`src/rtl/wb_rr_arbiter4_if.sv`:
```
// Bus bundle for wb_rr_arbiter4: four Wishbone master ports, the single
// slave-side (owner) port and the one-hot grant vector.
//   slave  modport : arbiter view (masters drive *_i, arbiter drives *_o)
//   master modport : environment view (masters plus the downstream slave)
interface wb_rr_arbiter4_if;
  logic        wb1_cyc_i, wb1_stb_i, wb1_we_i;
  logic [3:0]  wb1_sel_i;
  logic [31:0] wb1_adr_i, wb1_dat_i, wb1_dat_o;
  logic        wb1_ack_o, wb1_err_o;

  logic        wb2_cyc_i, wb2_stb_i, wb2_we_i;
  logic [3:0]  wb2_sel_i;
  logic [31:0] wb2_adr_i, wb2_dat_i, wb2_dat_o;
  logic        wb2_ack_o, wb2_err_o;

  logic        wb3_cyc_i, wb3_stb_i, wb3_we_i;
  logic [3:0]  wb3_sel_i;
  logic [31:0] wb3_adr_i, wb3_dat_i, wb3_dat_o;
  logic        wb3_ack_o, wb3_err_o;

  logic        wb4_cyc_i, wb4_stb_i, wb4_we_i;
  logic [3:0]  wb4_sel_i;
  logic [31:0] wb4_adr_i, wb4_dat_i, wb4_dat_o;
  logic        wb4_ack_o, wb4_err_o;

  logic        wbowner_cyc_o, wbowner_stb_o, wbowner_we_o;
  logic [3:0]  wbowner_sel_o;
  logic [31:0] wbowner_adr_o, wbowner_dat_o, wbowner_dat_i;
  logic        wbowner_ack_i;
  logic [3:0]  grant_o;

  modport slave (
    input  wb1_cyc_i, wb1_stb_i, wb1_we_i, wb1_sel_i, wb1_adr_i, wb1_dat_i,
    output wb1_dat_o, wb1_ack_o, wb1_err_o,
    input  wb2_cyc_i, wb2_stb_i, wb2_we_i, wb2_sel_i, wb2_adr_i, wb2_dat_i,
    output wb2_dat_o, wb2_ack_o, wb2_err_o,
    input  wb3_cyc_i, wb3_stb_i, wb3_we_i, wb3_sel_i, wb3_adr_i, wb3_dat_i,
    output wb3_dat_o, wb3_ack_o, wb3_err_o,
    input  wb4_cyc_i, wb4_stb_i, wb4_we_i, wb4_sel_i, wb4_adr_i, wb4_dat_i,
    output wb4_dat_o, wb4_ack_o, wb4_err_o,
    output wbowner_cyc_o, wbowner_stb_o, wbowner_we_o, wbowner_sel_o,
    output wbowner_adr_o, wbowner_dat_o,
    input  wbowner_dat_i, wbowner_ack_i,
    output grant_o
  );

  modport master (
    output wb1_cyc_i, wb1_stb_i, wb1_we_i, wb1_sel_i, wb1_adr_i, wb1_dat_i,
    input  wb1_dat_o, wb1_ack_o, wb1_err_o,
    output wb2_cyc_i, wb2_stb_i, wb2_we_i, wb2_sel_i, wb2_adr_i, wb2_dat_i,
    input  wb2_dat_o, wb2_ack_o, wb2_err_o,
    output wb3_cyc_i, wb3_stb_i, wb3_we_i, wb3_sel_i, wb3_adr_i, wb3_dat_i,
    input  wb3_dat_o, wb3_ack_o, wb3_err_o,
    output wb4_cyc_i, wb4_stb_i, wb4_we_i, wb4_sel_i, wb4_adr_i, wb4_dat_i,
    input  wb4_dat_o, wb4_ack_o, wb4_err_o,
    input  wbowner_cyc_o, wbowner_stb_o, wbowner_we_o, wbowner_sel_o,
    input  wbowner_adr_o, wbowner_dat_o,
    output wbowner_dat_i, wbowner_ack_i,
    input  grant_o
  );
endinterface

```
`src/rtl/wb_rr_arbiter4.sv`:
```
// Four-master / one-slave Wishbone arbiter with round-robin fairness.
// The granted master keeps the bus for its whole cyc assertion; a slave
// that stalls with stb high is broken out with a one-cycle err pulse.
// Ports:
//   wb_clk_i : clock
//   wb_rst_i : synchronous active-high reset
//   bus      : wb_rr_arbiter4_if.slave (master ports 1..4, owner port, grant_o)
module wb_rr_arbiter4 #(
  parameter int unsigned TIMEOUT_W = 8,
  parameter int unsigned TIMEOUT   = 255
) (
  input  logic            wb_clk_i,
  input  logic            wb_rst_i,
  wb_rr_arbiter4_if.slave bus
);

  typedef enum logic {IDLE, GRANT} state_t;

  state_t               state, state_nx;
  logic [3:0]           grant, grant_nx;
  logic [1:0]           last, last_nx;
  logic [TIMEOUT_W-1:0] wdog, wdog_nx;

  logic [3:0]  cyc, stb, we;
  logic [3:0]  sel [4];
  logic [31:0] adr [4];
  logic [31:0] dat [4];

  logic        own_cyc, own_stb, own_we, fire, found;
  logic [3:0]  own_sel;
  logic [31:0] own_adr, own_dat;
  logic [1:0]  idx;

  // Index 0 corresponds to master 1 throughout.
  assign cyc = {bus.wb4_cyc_i, bus.wb3_cyc_i, bus.wb2_cyc_i, bus.wb1_cyc_i};
  assign stb = {bus.wb4_stb_i, bus.wb3_stb_i, bus.wb2_stb_i, bus.wb1_stb_i};
  assign we  = {bus.wb4_we_i,  bus.wb3_we_i,  bus.wb2_we_i,  bus.wb1_we_i};
  assign sel[0] = bus.wb1_sel_i;
  assign sel[1] = bus.wb2_sel_i;
  assign sel[2] = bus.wb3_sel_i;
  assign sel[3] = bus.wb4_sel_i;
  assign adr[0] = bus.wb1_adr_i;
  assign adr[1] = bus.wb2_adr_i;
  assign adr[2] = bus.wb3_adr_i;
  assign adr[3] = bus.wb4_adr_i;
  assign dat[0] = bus.wb1_dat_i;
  assign dat[1] = bus.wb2_dat_i;
  assign dat[2] = bus.wb3_dat_i;
  assign dat[3] = bus.wb4_dat_i;

  always_ff @(posedge wb_clk_i) begin
    if (wb_rst_i) begin
      state <= IDLE;
      grant <= '0;
      last  <= 2'd3;
      wdog  <= '0;
    end else begin
      state <= state_nx;
      grant <= grant_nx;
      last  <= last_nx;
      wdog  <= wdog_nx;
    end
  end

  always_comb begin
    state_nx = state;
    grant_nx = grant;
    last_nx  = last;
    wdog_nx  = '0;
    found    = 1'b0;
    idx      = '0;
    case (state)
      IDLE: begin
        if (|cyc) begin
          state_nx = GRANT;
          // Scan upward from the slot after the last owner, wrapping 4->1.
          for (int unsigned i = 1; i <= 4; i++) begin
            idx = last + 2'(i);
            if (!found && cyc[idx]) begin
              found         = 1'b1;
              grant_nx      = '0;
              grant_nx[idx] = 1'b1;
              last_nx       = idx;
            end
          end
        end
      end
      GRANT: begin
        if (!own_cyc) begin
          state_nx = IDLE;
          grant_nx = '0;
        end
      end
      default: begin
        state_nx = IDLE;
        grant_nx = '0;
      end
    endcase
    // Counter clears on ack, stb low, firing, or leaving GRANT; saturates.
    if (state == GRANT && own_cyc && own_stb && !bus.wbowner_ack_i &&
        !fire && wdog != '1)
      wdog_nx = wdog + 1'b1;
  end

  always_comb begin
    own_cyc = 1'b0;
    own_stb = 1'b0;
    own_we  = 1'b0;
    own_sel = '0;
    own_adr = '0;
    own_dat = '0;
    for (int unsigned i = 0; i < 4; i++) begin
      if (state == GRANT && grant[i]) begin
        own_cyc = cyc[i];
        own_stb = stb[i];
        own_we  = we[i];
        own_sel = sel[i];
        own_adr = adr[i];
        own_dat = dat[i];
      end
    end
    fire = (state == GRANT) && own_stb && !bus.wbowner_ack_i &&
           (wdog == TIMEOUT_W'(TIMEOUT - 1));
  end

  assign bus.wbowner_cyc_o = own_cyc;
  assign bus.wbowner_stb_o = own_stb & ~fire;
  assign bus.wbowner_we_o  = own_we;
  assign bus.wbowner_sel_o = own_sel;
  assign bus.wbowner_adr_o = own_adr;
  assign bus.wbowner_dat_o = own_dat;
  assign bus.grant_o       = grant;

  logic [3:0] ack_v, err_v;
  assign ack_v = {4{bus.wbowner_ack_i && state == GRANT}} & grant;
  assign err_v = {4{fire}} & grant;

  assign bus.wb1_ack_o = ack_v[0];
  assign bus.wb2_ack_o = ack_v[1];
  assign bus.wb3_ack_o = ack_v[2];
  assign bus.wb4_ack_o = ack_v[3];
  assign bus.wb1_err_o = err_v[0];
  assign bus.wb2_err_o = err_v[1];
  assign bus.wb3_err_o = err_v[2];
  assign bus.wb4_err_o = err_v[3];
  assign bus.wb1_dat_o = bus.wbowner_dat_i;
  assign bus.wb2_dat_o = bus.wbowner_dat_i;
  assign bus.wb3_dat_o = bus.wbowner_dat_i;
  assign bus.wb4_dat_o = bus.wbowner_dat_i;

endmodule

```
`src/flat_wrapper.sv`:
```
// flat-port wrapper written by rule: the top's interface ports become plain ports
module wb_rr_arbiter4_flat 
#(
  parameter int unsigned TIMEOUT_W = 8,
  parameter int unsigned TIMEOUT   = 255
)
  (wb_clk_i, wb_rst_i, bus_wb1_cyc_i, bus_wb1_stb_i, bus_wb1_we_i, bus_wb1_sel_i, bus_wb1_adr_i, bus_wb1_dat_i, bus_wb1_dat_o, bus_wb1_ack_o, bus_wb1_err_o, bus_wb2_cyc_i, bus_wb2_stb_i, bus_wb2_we_i, bus_wb2_sel_i, bus_wb2_adr_i, bus_wb2_dat_i, bus_wb2_dat_o, bus_wb2_ack_o, bus_wb2_err_o, bus_wb3_cyc_i, bus_wb3_stb_i, bus_wb3_we_i, bus_wb3_sel_i, bus_wb3_adr_i, bus_wb3_dat_i, bus_wb3_dat_o, bus_wb3_ack_o, bus_wb3_err_o, bus_wb4_cyc_i, bus_wb4_stb_i, bus_wb4_we_i, bus_wb4_sel_i, bus_wb4_adr_i, bus_wb4_dat_i, bus_wb4_dat_o, bus_wb4_ack_o, bus_wb4_err_o, bus_wbowner_cyc_o, bus_wbowner_stb_o, bus_wbowner_we_o, bus_wbowner_sel_o, bus_wbowner_adr_o, bus_wbowner_dat_o, bus_wbowner_dat_i, bus_wbowner_ack_i, bus_grant_o);
  wb_rr_arbiter4_if bus_i ();
  input  logic wb_clk_i;
  input  logic wb_rst_i;
  input wire logic [$bits(bus_i.wb1_cyc_i)-1:0] bus_wb1_cyc_i;
  input wire logic [$bits(bus_i.wb1_stb_i)-1:0] bus_wb1_stb_i;
  input wire logic [$bits(bus_i.wb1_we_i)-1:0] bus_wb1_we_i;
  input wire logic [$bits(bus_i.wb1_sel_i)-1:0] bus_wb1_sel_i;
  input wire logic [$bits(bus_i.wb1_adr_i)-1:0] bus_wb1_adr_i;
  input wire logic [$bits(bus_i.wb1_dat_i)-1:0] bus_wb1_dat_i;
  output wire logic [$bits(bus_i.wb1_dat_o)-1:0] bus_wb1_dat_o;
  output wire logic [$bits(bus_i.wb1_ack_o)-1:0] bus_wb1_ack_o;
  output wire logic [$bits(bus_i.wb1_err_o)-1:0] bus_wb1_err_o;
  input wire logic [$bits(bus_i.wb2_cyc_i)-1:0] bus_wb2_cyc_i;
  input wire logic [$bits(bus_i.wb2_stb_i)-1:0] bus_wb2_stb_i;
  input wire logic [$bits(bus_i.wb2_we_i)-1:0] bus_wb2_we_i;
  input wire logic [$bits(bus_i.wb2_sel_i)-1:0] bus_wb2_sel_i;
  input wire logic [$bits(bus_i.wb2_adr_i)-1:0] bus_wb2_adr_i;
  input wire logic [$bits(bus_i.wb2_dat_i)-1:0] bus_wb2_dat_i;
  output wire logic [$bits(bus_i.wb2_dat_o)-1:0] bus_wb2_dat_o;
  output wire logic [$bits(bus_i.wb2_ack_o)-1:0] bus_wb2_ack_o;
  output wire logic [$bits(bus_i.wb2_err_o)-1:0] bus_wb2_err_o;
  input wire logic [$bits(bus_i.wb3_cyc_i)-1:0] bus_wb3_cyc_i;
  input wire logic [$bits(bus_i.wb3_stb_i)-1:0] bus_wb3_stb_i;
  input wire logic [$bits(bus_i.wb3_we_i)-1:0] bus_wb3_we_i;
  input wire logic [$bits(bus_i.wb3_sel_i)-1:0] bus_wb3_sel_i;
  input wire logic [$bits(bus_i.wb3_adr_i)-1:0] bus_wb3_adr_i;
  input wire logic [$bits(bus_i.wb3_dat_i)-1:0] bus_wb3_dat_i;
  output wire logic [$bits(bus_i.wb3_dat_o)-1:0] bus_wb3_dat_o;
  output wire logic [$bits(bus_i.wb3_ack_o)-1:0] bus_wb3_ack_o;
  output wire logic [$bits(bus_i.wb3_err_o)-1:0] bus_wb3_err_o;
  input wire logic [$bits(bus_i.wb4_cyc_i)-1:0] bus_wb4_cyc_i;
  input wire logic [$bits(bus_i.wb4_stb_i)-1:0] bus_wb4_stb_i;
  input wire logic [$bits(bus_i.wb4_we_i)-1:0] bus_wb4_we_i;
  input wire logic [$bits(bus_i.wb4_sel_i)-1:0] bus_wb4_sel_i;
  input wire logic [$bits(bus_i.wb4_adr_i)-1:0] bus_wb4_adr_i;
  input wire logic [$bits(bus_i.wb4_dat_i)-1:0] bus_wb4_dat_i;
  output wire logic [$bits(bus_i.wb4_dat_o)-1:0] bus_wb4_dat_o;
  output wire logic [$bits(bus_i.wb4_ack_o)-1:0] bus_wb4_ack_o;
  output wire logic [$bits(bus_i.wb4_err_o)-1:0] bus_wb4_err_o;
  output wire logic [$bits(bus_i.wbowner_cyc_o)-1:0] bus_wbowner_cyc_o;
  output wire logic [$bits(bus_i.wbowner_stb_o)-1:0] bus_wbowner_stb_o;
  output wire logic [$bits(bus_i.wbowner_we_o)-1:0] bus_wbowner_we_o;
  output wire logic [$bits(bus_i.wbowner_sel_o)-1:0] bus_wbowner_sel_o;
  output wire logic [$bits(bus_i.wbowner_adr_o)-1:0] bus_wbowner_adr_o;
  output wire logic [$bits(bus_i.wbowner_dat_o)-1:0] bus_wbowner_dat_o;
  input wire logic [$bits(bus_i.wbowner_dat_i)-1:0] bus_wbowner_dat_i;
  input wire logic [$bits(bus_i.wbowner_ack_i)-1:0] bus_wbowner_ack_i;
  output wire logic [$bits(bus_i.grant_o)-1:0] bus_grant_o;
  assign bus_i.wb1_cyc_i = bus_wb1_cyc_i;
  assign bus_i.wb1_stb_i = bus_wb1_stb_i;
  assign bus_i.wb1_we_i = bus_wb1_we_i;
  assign bus_i.wb1_sel_i = bus_wb1_sel_i;
  assign bus_i.wb1_adr_i = bus_wb1_adr_i;
  assign bus_i.wb1_dat_i = bus_wb1_dat_i;
  assign bus_wb1_dat_o = bus_i.wb1_dat_o;
  assign bus_wb1_ack_o = bus_i.wb1_ack_o;
  assign bus_wb1_err_o = bus_i.wb1_err_o;
  assign bus_i.wb2_cyc_i = bus_wb2_cyc_i;
  assign bus_i.wb2_stb_i = bus_wb2_stb_i;
  assign bus_i.wb2_we_i = bus_wb2_we_i;
  assign bus_i.wb2_sel_i = bus_wb2_sel_i;
  assign bus_i.wb2_adr_i = bus_wb2_adr_i;
  assign bus_i.wb2_dat_i = bus_wb2_dat_i;
  assign bus_wb2_dat_o = bus_i.wb2_dat_o;
  assign bus_wb2_ack_o = bus_i.wb2_ack_o;
  assign bus_wb2_err_o = bus_i.wb2_err_o;
  assign bus_i.wb3_cyc_i = bus_wb3_cyc_i;
  assign bus_i.wb3_stb_i = bus_wb3_stb_i;
  assign bus_i.wb3_we_i = bus_wb3_we_i;
  assign bus_i.wb3_sel_i = bus_wb3_sel_i;
  assign bus_i.wb3_adr_i = bus_wb3_adr_i;
  assign bus_i.wb3_dat_i = bus_wb3_dat_i;
  assign bus_wb3_dat_o = bus_i.wb3_dat_o;
  assign bus_wb3_ack_o = bus_i.wb3_ack_o;
  assign bus_wb3_err_o = bus_i.wb3_err_o;
  assign bus_i.wb4_cyc_i = bus_wb4_cyc_i;
  assign bus_i.wb4_stb_i = bus_wb4_stb_i;
  assign bus_i.wb4_we_i = bus_wb4_we_i;
  assign bus_i.wb4_sel_i = bus_wb4_sel_i;
  assign bus_i.wb4_adr_i = bus_wb4_adr_i;
  assign bus_i.wb4_dat_i = bus_wb4_dat_i;
  assign bus_wb4_dat_o = bus_i.wb4_dat_o;
  assign bus_wb4_ack_o = bus_i.wb4_ack_o;
  assign bus_wb4_err_o = bus_i.wb4_err_o;
  assign bus_wbowner_cyc_o = bus_i.wbowner_cyc_o;
  assign bus_wbowner_stb_o = bus_i.wbowner_stb_o;
  assign bus_wbowner_we_o = bus_i.wbowner_we_o;
  assign bus_wbowner_sel_o = bus_i.wbowner_sel_o;
  assign bus_wbowner_adr_o = bus_i.wbowner_adr_o;
  assign bus_wbowner_dat_o = bus_i.wbowner_dat_o;
  assign bus_i.wbowner_dat_i = bus_wbowner_dat_i;
  assign bus_i.wbowner_ack_i = bus_wbowner_ack_i;
  assign bus_grant_o = bus_i.grant_o;
  wb_rr_arbiter4 #(.TIMEOUT_W(TIMEOUT_W), .TIMEOUT(TIMEOUT)) u_core (.wb_clk_i(wb_clk_i), .wb_rst_i(wb_rst_i), .bus(bus_i));
endmodule
```
`config.mk`:
```
export PLATFORM = sky130hd
export DESIGN_NAME = wb_rr_arbiter4_flat
export DESIGN_NICKNAME = d
export VERILOG_FILES = /design/src/rtl/wb_rr_arbiter4_if.sv /design/src/rtl/wb_rr_arbiter4.sv /design/src/flat_wrapper.sv
export SDC_FILE = /design/constraint.sdc
export NUM_CORES = 1
export LEC_CHECK = 0
export ABC_AREA = 1
export CORE_AREA = 2 2 205 207
export DETAILED_ROUTE_END_ITERATION = 6
export DIE_AREA = 0 0 207 209
export PLACE_DENSITY_LB_ADDON = 0.1
export SYNTH_ARGS = -nofsm -noshare
export SYNTH_HDL_FRONTEND = slang
export SYNTH_SLANG_ARGS = --single-unit
export TNS_END_PERCENT = 5
```
`constraint.sdc`:
```
create_clock -name wb_clk_i -period 5.8 [get_ports wb_clk_i]
set_clock_uncertainty 0.2 [all_clocks]
set_input_delay 1.16 -clock wb_clk_i [delete_from_list [all_inputs] [get_ports wb_clk_i]]
set_output_delay 1.16 -clock wb_clk_i [all_outputs]
set_load 0.01 [all_outputs]
```
==> impl_summary.txt, run 1 <==
----------------------------------------------------
[Outcome]
  Run status ... complete, no violations

[Global route]
  Via count of the first global-routing pass ... 5671
  Pin count of the biggest net entering global routing ... 83
  Wire length of the first global-routing pass ... 38.5 mm
  Total global-route track usage ... 11.6%
  Initial antenna violation count ... 1
  Total global routing overflow ... 0

[Placed design]
  Detailed Place HPWL ... 21.6 mm
  Placer congestion estimate ... 0.727
  Number of input and output port buffers inserted ... 369

[Worst setup path]
  Most used cell, CP ... sky130_fd_sc_hd__o21ai_0
  Kind of cell adding the most delay to the critical path ... buffers and inverters
  Critical-path maximum fanout ... 15
  Data arrival time of the worst path ... 2.99 ns
  WS Path Type ... reg2out
  Cell type of the slowest stage on the worst timing path ... sky130_fd_sc_hd__clkdlybuf4s50_1
  Required time worst endpoint ... 4.44 ns
  Startpoint kind of the worst setup timing path ... flop
  Category of the worst setup path capture point ... primary output
  Sum of buffers and inverters on the critical path ... 3
  CP cell instances ... nand2_2, inv_2, buf_4, nand2_1, nand3_1, o21ai_0, o21ai_0, clkdlybuf4s50_1
  Slowest cell delay on critical path ... 0.66 ns

[Layout]
  Final net count ... 1325
  Syn-to-layout area delta ... 79.0%
  Share of cells above drive strength 1 ... 4.90%
  Area taken by flip-flops and latches ... 300 um2
  Multi-input gate area in the final layout ... 0.00271 mm2
  Fraction of the core area covered by cells at the end of the flow ... 18.7%
  Count of filler cells inserted in the layout ... 4764
  Diode count ... 0

[Clock network]
  CTS H-tree depth ... 1
  Setup Fix Bufs, Post-CTS ... 0
  Post-CTS resize count ... 0
  Maximum buffer depth of the clock tree ... 2
  Inserted Clock Buffers ... 3
  Clock slew at the register clock pins of the worst setup and hold paths ... 0.05 ns
  Clock Tree Root ... sky130_fd_sc_hd__clkbuf_16
  Clock latency of the later-clocked register in the worst-skew pair ... 0.25 ns
  Post-cts hold buffer count ... 0
  Clock sink count ... 15
  Clock tree from TritonCTS ... done

[Route]
  Post-detailed-routing wire length ... 26.6 mm
  Vias per cell ... 3.63
  Number of iterations in the first detailed-routing pass ... 4
  Post-route ant nets ... 0
  Avg WL per Cell ... 17.3 um
  Violation count after the first detailed-route iteration ... 281
  DR DRC count ... 0
  Total via count after detailed routing ... 5588

[Timing]
  Achievable clock frequency ... 230 MHz
  Slew HR ... 61.4%
  Min Tclk post-route ... 4.35 ns
  Setup TNS ... 0 ns
  Final setup fails ... 0
  Worst Tran Pin Value ... 0.579 ns
  Number of endpoints with negative hold slack in the final report ... 0
  Fin crit share ... 75.1%
  Setup repair after global routing missed its margin ... no
  Max Slew Vio Count ... 0

[Floorplanning]
  Height of the chip ... 209 um
  Horizontal extent of the die ... 207 um
  Core footprint ... 0.0413 mm2
  Number of rows created at floorplan ... 75
  Total Die Area ... 0.0433 mm2
  Initial core utilization ... 10.4%
  Top-level port count ... 530

[Power]
  Leakage power summed over all cells ... 0.00287 uW
  Fraction of power spent switching nets ... 49.3%
  Switching power ... 1040 uW
  Power Dens Cells ... 275 mW/mm2
  Share of total power in the clock network ... 6.5%
  Part of the total power dissipated in sequential elements ... 7.5%
  Peak ir drop on the vdd network ... 118 uV
  Int Power ... 1080 uW
  Combinational Power Share ... 86.0%

[Yosys]
  Number of flip-flops and latches in the synthesized netlist ... 15
  Distinct cells, synth ... 33
  Post-Synthesis Cells ... 789
  Area of the mapped netlist ... 0.00431 mm2
  Mapped Nets ... 1114
  Avg Synthesized Cell Area ... 5.46 um2
  Sequential fraction of the synthesis area ... 6.97%
  Yosys warning total ... 0

[Min path]
  Min-Delay Path Class ... reg2reg

[Job]
  Max-cap violation count ... 0

----------------------------------------------------
[final timing paths]
path                                                 from                            endpoint  slack [ns]  depth (start not counted)
worst max-delay path              u_core.state$_SDFF_PP0_                bus_wbowner_sel_o[3]        1.45                          8
worst min register to register  u_core.wdog[0]$_SDFF_PP0_           u_core.wdog[0]$_SDFF_PP0_        0.30                          1
worst min-delay path            u_core.wdog[0]$_SDFF_PP0_           u_core.wdog[0]$_SDFF_PP0_        0.30                          1
worst max register to register    u_core.state$_SDFF_PP0_  u_core.bus.grant_o[3]$_SDFFE_PP0P_        3.17                         10
[registers in the layout, summed over array words and instances (netlist names)]
| name | cells |
|---|---|
| u_core.bus.grant_o | 4 |
| u_core.wdog | 8 |
| u_core.last | 2 |
| u_core.state | 1 |
[metrics by stage]
stage,instances,hold WS (ns),setup WS (ns),area (um2),power (uW)
floorplan,789,0.261,2.65,4310,1120
CTS,1538,0.308,1.22,7710,2180
detailed placement,1534,0.295,1.47,7630,2030
finish,1538,0.301,1.45,7710,2120
global placement,1534,0.301,1.46,7630,2050
global route,1538,0.332,1.10,7710,2340
[worst reg2reg max path: stages, from the launching register on]
cell	delay, ns
sky130_fd_sc_hd__dfxtp_1	0.65
sky130_fd_sc_hd__nand2_2	0.18
sky130_fd_sc_hd__inv_2	0.38
sky130_fd_sc_hd__buf_4	0.30
sky130_fd_sc_hd__nand2_1	0.08
sky130_fd_sc_hd__nand3_1	0.08
sky130_fd_sc_hd__nand2_1	0.06
sky130_fd_sc_hd__o21ai_2	0.12
sky130_fd_sc_hd__nand2_1	0.19
sky130_fd_sc_hd__nand2_2	0.19
sky130_fd_sc_hd__a21oi_2	0.08
[synth_stat cells]
cell type | number | share of area [%]
sky130_fd_sc_hd__a21oi_1 | 4 | 0.46
sky130_fd_sc_hd__a21oi_2 | 4 | 0.81
sky130_fd_sc_hd__a22oi_1 | 1 | 0.17
sky130_fd_sc_hd__buf_2 | 20 | 2.3
sky130_fd_sc_hd__buf_4 | 135 | 24
sky130_fd_sc_hd__clkbuf_1 | 19 | 1.7
sky130_fd_sc_hd__dfxtp_1 | 15 | 7.0
sky130_fd_sc_hd__ha_1 | 6 | 1.7
sky130_fd_sc_hd__inv_1 | 26 | 2.3
sky130_fd_sc_hd__inv_2 | 3 | 0.26
sky130_fd_sc_hd__inv_4 | 1 | 0.15
sky130_fd_sc_hd__nand2_1 | 256 | 22
sky130_fd_sc_hd__nand2_2 | 8 | 1.2
sky130_fd_sc_hd__nand2_4 | 2 | 0.52
sky130_fd_sc_hd__nand3_1 | 98 | 11
sky130_fd_sc_hd__nand3_2 | 1 | 0.23
sky130_fd_sc_hd__nand3_4 | 1 | 0.41
sky130_fd_sc_hd__nand3b_1 | 1 | 0.17
sky130_fd_sc_hd__nand4_1 | 2 | 0.29
sky130_fd_sc_hd__nand4_2 | 1 | 0.29
sky130_fd_sc_hd__nor2_1 | 20 | 1.7
sky130_fd_sc_hd__nor2_4 | 1 | 0.26
sky130_fd_sc_hd__nor3_1 | 2 | 0.23
sky130_fd_sc_hd__nor3_2 | 7 | 1.6
sky130_fd_sc_hd__nor3b_2 | 1 | 0.29
sky130_fd_sc_hd__o211ai_1 | 1 | 0.17
sky130_fd_sc_hd__o21ai_0 | 121 | 14
sky130_fd_sc_hd__o21ai_1 | 23 | 2.7
sky130_fd_sc_hd__o21ai_2 | 1 | 0.20
sky130_fd_sc_hd__o21bai_2 | 1 | 0.26
sky130_fd_sc_hd__or2_2 | 1 | 0.15
sky130_fd_sc_hd__xnor2_1 | 2 | 0.41
sky130_fd_sc_hd__xor2_1 | 4 | 0.81
[layer usage]
layer	global-route usage, %	vias up	wire [um]
met1	13.9	2426	10900
met2	21.3	268	13600
met5	0	-	0
met4	1.40	0	241
met3	2.87	25	1830
li1	-	2869	-
[power groups by stage]
stage | combinational (uW) | sequential, uW | clock [uW]
2_1_floorplan | 974 | 148 | 0
3_3_place_gp | 1890 | 163 | 0
3_5_place_dp | 1870 | 162 | 0
4_1_cts | 1880 | 161 | 142
5_1_grt | 2020 | 165 | 149
6_report | 1820 | 160 | 138
[cells by family (layout without fill, tap and decap cells)]
kind of cell / count (synthesis) / after routing / synth area share (%)
flops: 15 / 15 / 6.97
simple gates: 402 / 402 / 41.1
xor+xnor: 6 / 6 / 1.22
buf+inv: 204 / 414 / 30.2
fa+ha+maj: 6 / 6 / 1.74
compound gates: 156 / 156 / 18.8
[final cells by class]
type | instances | share of cell area [%]
clock buffers | 3 | 0.974
clock inverters | 1 | 0.0649
inverters | 30 | 1.53
multi-input cells | 570 | 35.2
flip-flops and latches | 15 | 3.89
well taps | 539 | 8.75
repair buffers | 380 | 49.6
[layout by cell type (no fill, tap or decap), drive strengths merged, types with 4 or more instances in the layout]
cell type	netlist	routed
ha	6	6
nand2	266	266
dfxtp	15	15
clkdlybuf4s50	0	369
nand3	100	100
buf	155	11
nor2	21	21
nor3	9	9
o21ai	145	145
inv	30	30
a21oi	8	8
xor2	4	4
(Power assumes the default switching activity.)
==> run 2, diff against run 1 <==
- CORE_AREA: 2 2 205 207 -> 2 2 208 210
- DIE_AREA: 0 0 207 209 -> 0 0 210 212
- clock period: 5.8 -> 3.7 ns (I/O delays scaled with it)
==> impl_summary.txt, run 2 (synthesis gave the netlist of run 1 again) <==
----------------------------------------------------
[Clock network]
  Setup Fix Bufs, Post-CTS ... 0
  Inserted Clock Buffers ... 3
  Clock Tree Root ... sky130_fd_sc_hd__clkbuf_16
  Maximum buffer depth of the clock tree ... 2
  Clock slew at the register clock pins of the worst setup and hold paths ... 0.05 ns
  Clock tree from TritonCTS ... done
  Clock sink count ... 15
  Clock latency of the later-clocked register in the worst-skew pair ... 0.24 ns
  CTS H-tree depth ... 1
  Post-CTS resize count ... 0
  Post-cts hold buffer count ... 0

[Floorplanning]
  Number of rows created at floorplan ... 76
  Initial core utilization ... 10.1%
  Height of the chip ... 212 um
  Top-level port count ... 530
  Horizontal extent of the die ... 210 um
  Core footprint ... 0.0425 mm2
  Total Die Area ... 0.0445 mm2

[Min path]
  Min-Delay Path Class ... reg2reg

[Layout]
  Max FFs per register ... 8
  Register name with the most flops ... u_core.wdog
  Diode count ... 0
  Share of cells above drive strength 1 ... 6.49%
  Most common library cell in the layout ignoring fill and taps ... sky130_fd_sc_hd__clkdlybuf4s50_1
  Top library cells by usage in the layout, fill and taps aside ... sky130_fd_sc_hd__clkdlybuf4s50_1, sky130_fd_sc_hd__nand2_1, sky130_fd_sc_hd__o21ai_0
  Final net count ... 1343
  Syn-to-layout area delta ... 83.2%

[Timing]
  Min Tclk post-route ... 3.42 ns
  Setup repair after global routing missed its margin ... no
  Fin crit share ... 92.4%
  Final setup fails ... 0
  Number of endpoints with negative hold slack in the final report ... 0
  Achievable clock frequency ... 293 MHz
  Max Slew Vio Count ... 0
  Worst Tran Pin Value ... 0.425 ns
  Setup TNS ... 0 ns
  Crit path setup slack, layout ... 0.282 ns
  Slew HR ... 71.4%

[Route]
  Total via count after detailed routing ... 5640
  Vias per cell ... 3.61
  Post-route ant nets ... 0
  Post-detailed-routing wire length ... 25.8 mm
  Violation count after the first detailed-route iteration ... 297
  Number of iterations in the first detailed-routing pass ... 4
  DR DRC count ... 0
  Avg WL per Cell ... 16.5 um

[Global route]
  Most Crowded Layer GR ... met2
  Global-route met1 utilization ... 13.1%
  Wire length of the first global-routing pass ... 37.5 mm
  Met3 track utilization from global routing ... 2.82%
  Pin count of the biggest net entering global routing ... 57
  Initial antenna violation count ... 0
  Met2 Usage GRT ... 19.9%
  Total global routing overflow ... 0
  Via count of the first global-routing pass ... 5842
  Total global-route track usage ... 11.0%

[Job]
  Max-cap violation count ... 0

[Worst setup path]
  Cell type of the slowest stage on the worst timing path ... sky130_fd_sc_hd__clkdlybuf4s50_1
  CP cell instances ... nand2_2, inv_2, buf_12, nand2_1, nand3_1, o21ai_0, o21ai_0, clkdlybuf4s50_1
  Slowest cell delay on critical path ... 0.67 ns
  Required time worst endpoint ... 2.76 ns
  Data arrival time of the worst path ... 2.48 ns
  Category of the worst setup path capture point ... primary output
  Critical-path maximum fanout ... 25
  Most used cell, CP ... sky130_fd_sc_hd__o21ai_0
  Startpoint kind of the worst setup timing path ... flop
  WS Path Type ... reg2out

[Power]
  Power Dens Cells ... 430 mW/mm2
  Leakage power summed over all cells ... 0.00296 uW
  Peak ir drop on the vdd network ... 179 uV

[Placed design]
  Worst setup slack before clock tree synthesis ... 0.189 ns
  Number of input and output port buffers inserted ... 369
  Placer congestion estimate ... 0.729
  Detailed Place HPWL ... 21.3 mm

[Outcome]
  Run status ... complete, no violations

----------------------------------------------------
-- run 2: final cells by class --
type	count	area [um2]
clock buffer	4	78.8
fill	4943	34600
inverter	30	118
multi-input combinational	570	2710
sequential	15	300
tap	546	683
timing repair buffer	398	4000
-- run 2: worst paths after layout --
path | startpoint | endpoint | slack [ns] | cells past startpoint
setup reg to reg | u_core.last[0]$_SDFFE_PP1P_ | u_core.bus.grant_o[3]$_SDFFE_PP0P_ | 1.33 | 10
setup / recovery | u_core.state$_SDFF_PP0_ | bus_wbowner_dat_o[31] | 0.28 | 8
hold / removal | u_core.wdog[0]$_SDFF_PP0_ | u_core.wdog[0]$_SDFF_PP0_ | 0.30 | 1
hold reg to reg | u_core.wdog[0]$_SDFF_PP0_ | u_core.wdog[0]$_SDFF_PP0_ | 0.30 | 1
-- run 2: power by group --
part	total [uW]	leakage [uW]	internal (uW)	switching (uW)
Clock	210	0.0000382	146	64.0
Combinational	2940	0.00279	1420	1520
Sequential	249	0.000123	195	53.7
Total	3400	0.00296	1760	1640
-- run 2: routing by layer --
layer  part of all wire [%]  vias to the layer above
met5                      0                        -
met4                    1.5                        0
met3                    7.4                       31
met2                     50                      254
met1                     41                     2453
li1                       -                     2902
-- run 2: critical path, delay by kind of cell (launching register included) --
| kind | cells | cell delay, ns |
|---|---|---|
| flip-flops | 1 | 0.48 |
| AO/OA/AOI/OAI | 2 | 0.45 |
| buffers and inverters | 3 | 0.97 |
| AND/OR/NAND/NOR | 3 | 0.30 |
-- run 2: per-stage QoR --
step,instance area (um2),hold WS (ns),total power [uW],utilization (%),cells
6_report,7890,0.298,3400,18.6,1563
5_1_grt,7890,0.328,3760,18.6,1563
4_1_cts,7890,0.305,3500,18.6,1563
3_5_place_dp,7810,0.294,3270,18.4,1559
3_3_place_gp,7810,0.298,3300,18.4,1559
2_1_floorplan,4310,0.261,1760,-,789
==> run 3, diff against run 2 <==
- clock period: 3.7 -> 3 ns (I/O delays scaled with it)
==> impl_summary.txt, run 3 (synthesis gave the netlist of run 1 again) <==
----------------------------------------------------
[Outcome]
  Run status ... complete, no violations

[Route]
  Vias per cell ... 3.54
  Total via count after detailed routing ... 5592
  Number of iterations in the first detailed-routing pass ... 4
  Post-detailed-routing wire length ... 25.6 mm
  DR DRC count ... 0
  Violation count after the first detailed-route iteration ... 241
  Post-route ant nets ... 0
  Avg WL per Cell ... 16.2 um

[Clock network]
  Clock Tree Root ... sky130_fd_sc_hd__clkbuf_16
  Clock slew at the register clock pins of the worst setup and hold paths ... 0.05 ns
  CTS H-tree depth ... 1
  Clock latency of the later-clocked register in the worst-skew pair ... 0.24 ns
  Clock tree from TritonCTS ... done
  Maximum buffer depth of the clock tree ... 2
  Clock sink count ... 15
  Inserted Clock Buffers ... 3
  Post-cts hold buffer count ... 0

[Global route]
  Most Crowded Layer GR ... met2
  Wire length of the first global-routing pass ... 35.8 mm
  Via count of the first global-routing pass ... 5698
  Total global-route track usage ... 10.4%
  Initial antenna violation count ... 0
  Met2 Usage GRT ... 19.2%
  Total global routing overflow ... 0
  Met3 track utilization from global routing ... 2.32%
  Pin count of the biggest net entering global routing ... 74
  Global-route met1 utilization ... 12.5%

[Worst setup path]
  Slowest cell delay on critical path ... 0.58 ns
  Worst R2R Path Depth ... 10
  Data arrival time of the worst path ... 2.17 ns
  Slack of the worst reg-to-reg path ... 0.70 ns
  WS Path Type ... reg2out
  Critical-path maximum fanout ... 54
  Required time worst endpoint ... 2.20 ns
  FF-to-FF End ... u_core.bus.grant_o[3]$_SDFFE_PP0P_
  Startpoint kind of the worst setup timing path ... flop
  Origin of the critical flop-to-flop path ... u_core.last[1]$_SDFFE_PP1P_
  Cell type of the slowest stage on the worst timing path ... sky130_fd_sc_hd__clkdlybuf4s50_1
  Category of the worst setup path capture point ... primary output
  CP cell instances ... buf_4, nand2_4, buf_12, buf_4, o21ai_0, o21ai_0, clkdlybuf4s50_1

[Layout]
  Max FFs per register ... 8
  Register name with the most flops ... u_core.wdog
  Top library cells by usage in the layout, fill and taps aside ... sky130_fd_sc_hd__clkdlybuf4s50_1, sky130_fd_sc_hd__nand2_1, sky130_fd_sc_hd__o21ai_0
  Final net count ... 1358
  Most common library cell in the layout ignoring fill and taps ... sky130_fd_sc_hd__clkdlybuf4s50_1
  Syn-to-layout area delta ... 88.6%
  Cell Count, Final, Fillers Out ... 1579
  Share of cells above drive strength 1 ... 8.43%

[Placed design]
  Detailed Place HPWL ... 20.7 mm
  Placer congestion estimate ... 0.731
  Instance count after placement with tap cells included ... 1572
  Number of input and output port buffers inserted ... 369

[Power]
  Power Dens Cells ... 511 mW/mm2
  Leakage power summed over all cells ... 0.00382 uW
  Peak ir drop on the vdd network ... 238 uV

[Timing]
  Achievable clock frequency ... 336 MHz
  Hold slack ... 0.308 ns
  Number of endpoints with negative hold slack in the final report ... 0
  Setup repair after global routing missed its margin ... yes
  Min Tclk post-route ... 2.97 ns
  Final setup fails ... 0
  Slew HR ... 68.7%
  Worst Tran Pin Value ... 0.465 ns
  Max Slew Vio Count ... 0
  Fin crit share ... 99.1%

[Min path]
  Worst-case hold path end point ... u_core.wdog[0]$_SDFF_PP0_
  Startpoint of the lowest-slack hold path ... u_core.wdog[0]$_SDFF_PP0_
  Min-Delay Path Class ... reg2reg
  Hold path depth ... 1

[Floorplanning]
  Height of the chip ... 212 um
  Number of rows created at floorplan ... 76
  Top-level port count ... 530
  Total Die Area ... 0.0445 mm2
  Horizontal extent of the die ... 210 um
  Core footprint ... 0.0425 mm2
  Initial core utilization ... 10.1%

[Job]
  Max-cap violation count ... 0

----------------------------------------------------
run 3: cell type report:
type                    count  area, um2
clock buffers               3       75.1
flip-flops and latches     15        302
inverters                  30        120
well taps                 546        683
fillers                  4862      34400
repair buffers            413       4220
multi-input cells         570       2720
diodes                      1       2.50
clock inverters             1       5.00
run 3: how the worst max path moves through the flow:
stage	start	to	slack, ns	cells after the start
2_1_floorplan	u_core.state$_SDFF_PP0_	bus_wbowner_adr_o[0]	0.88	6
3_3_place_gp	bus_wb2_dat_i[6]	bus_wbowner_dat_o[6]	-0.25	6
3_5_place_dp	bus_wb2_dat_i[6]	bus_wbowner_dat_o[6]	-0.23	6
4_1_cts	u_core.bus.grant_o[1]$_SDFFE_PP0P_	bus_wb2_err_o	-0.08	8
5_1_grt	u_core.state$_SDFF_PP0_	bus_wbowner_adr_o[4]	-0.12	7
6_report	u_core.state$_SDFF_PP0_	bus_wbowner_adr_o[4]	0.03	7
run 3: what timing repair did:
item / CTS / global route
resized for setup: 22 / 50
gates cloned: 0 / 1
pin swaps: 0 / 1
buffers inserted: 0 / 1
endpoints found under the hold margin: 0 / 0
setup endpoints to repair: 45 / 52
run 3: through the flow:
step                instance area (um2)  total power [uW]  util (%)  worst slack (ns)  setup TNS, ns
finish                             8130              4150      19.1            0.0255              0
global route                       8120              4600      19.1            -0.124         -0.438
CTS                                7980              4320      18.8           -0.0840        -0.0894
detailed placement                 7920              4090      18.6            -0.233         -0.818
global placement                   7920              4140      18.6            -0.251         -0.907
floorplan                          4310              2170         -             0.882              0
run 3: layer usage:
layer	vias to the layer above	share of wire [%]
li1	2937	-
met1	2401	42
met2	229	50
met3	25	6.4
met4	0	1.2
met5	-	0
run 3: where the power goes:
group | internal [uW] | switching [uW] | total [uW]
combinational | 1700 | 1900 | 3600
clock | 178 | 84.7 | 263
sequential | 241 | 48.7 | 290
run 3: worst max-delay path: cells and delay by family, from the launching register on:
kind,cells,cell delay [ns]
compound gates,2,0.27
buf+inv,4,1.19
flops,1,0.34
simple gates,1,0.10
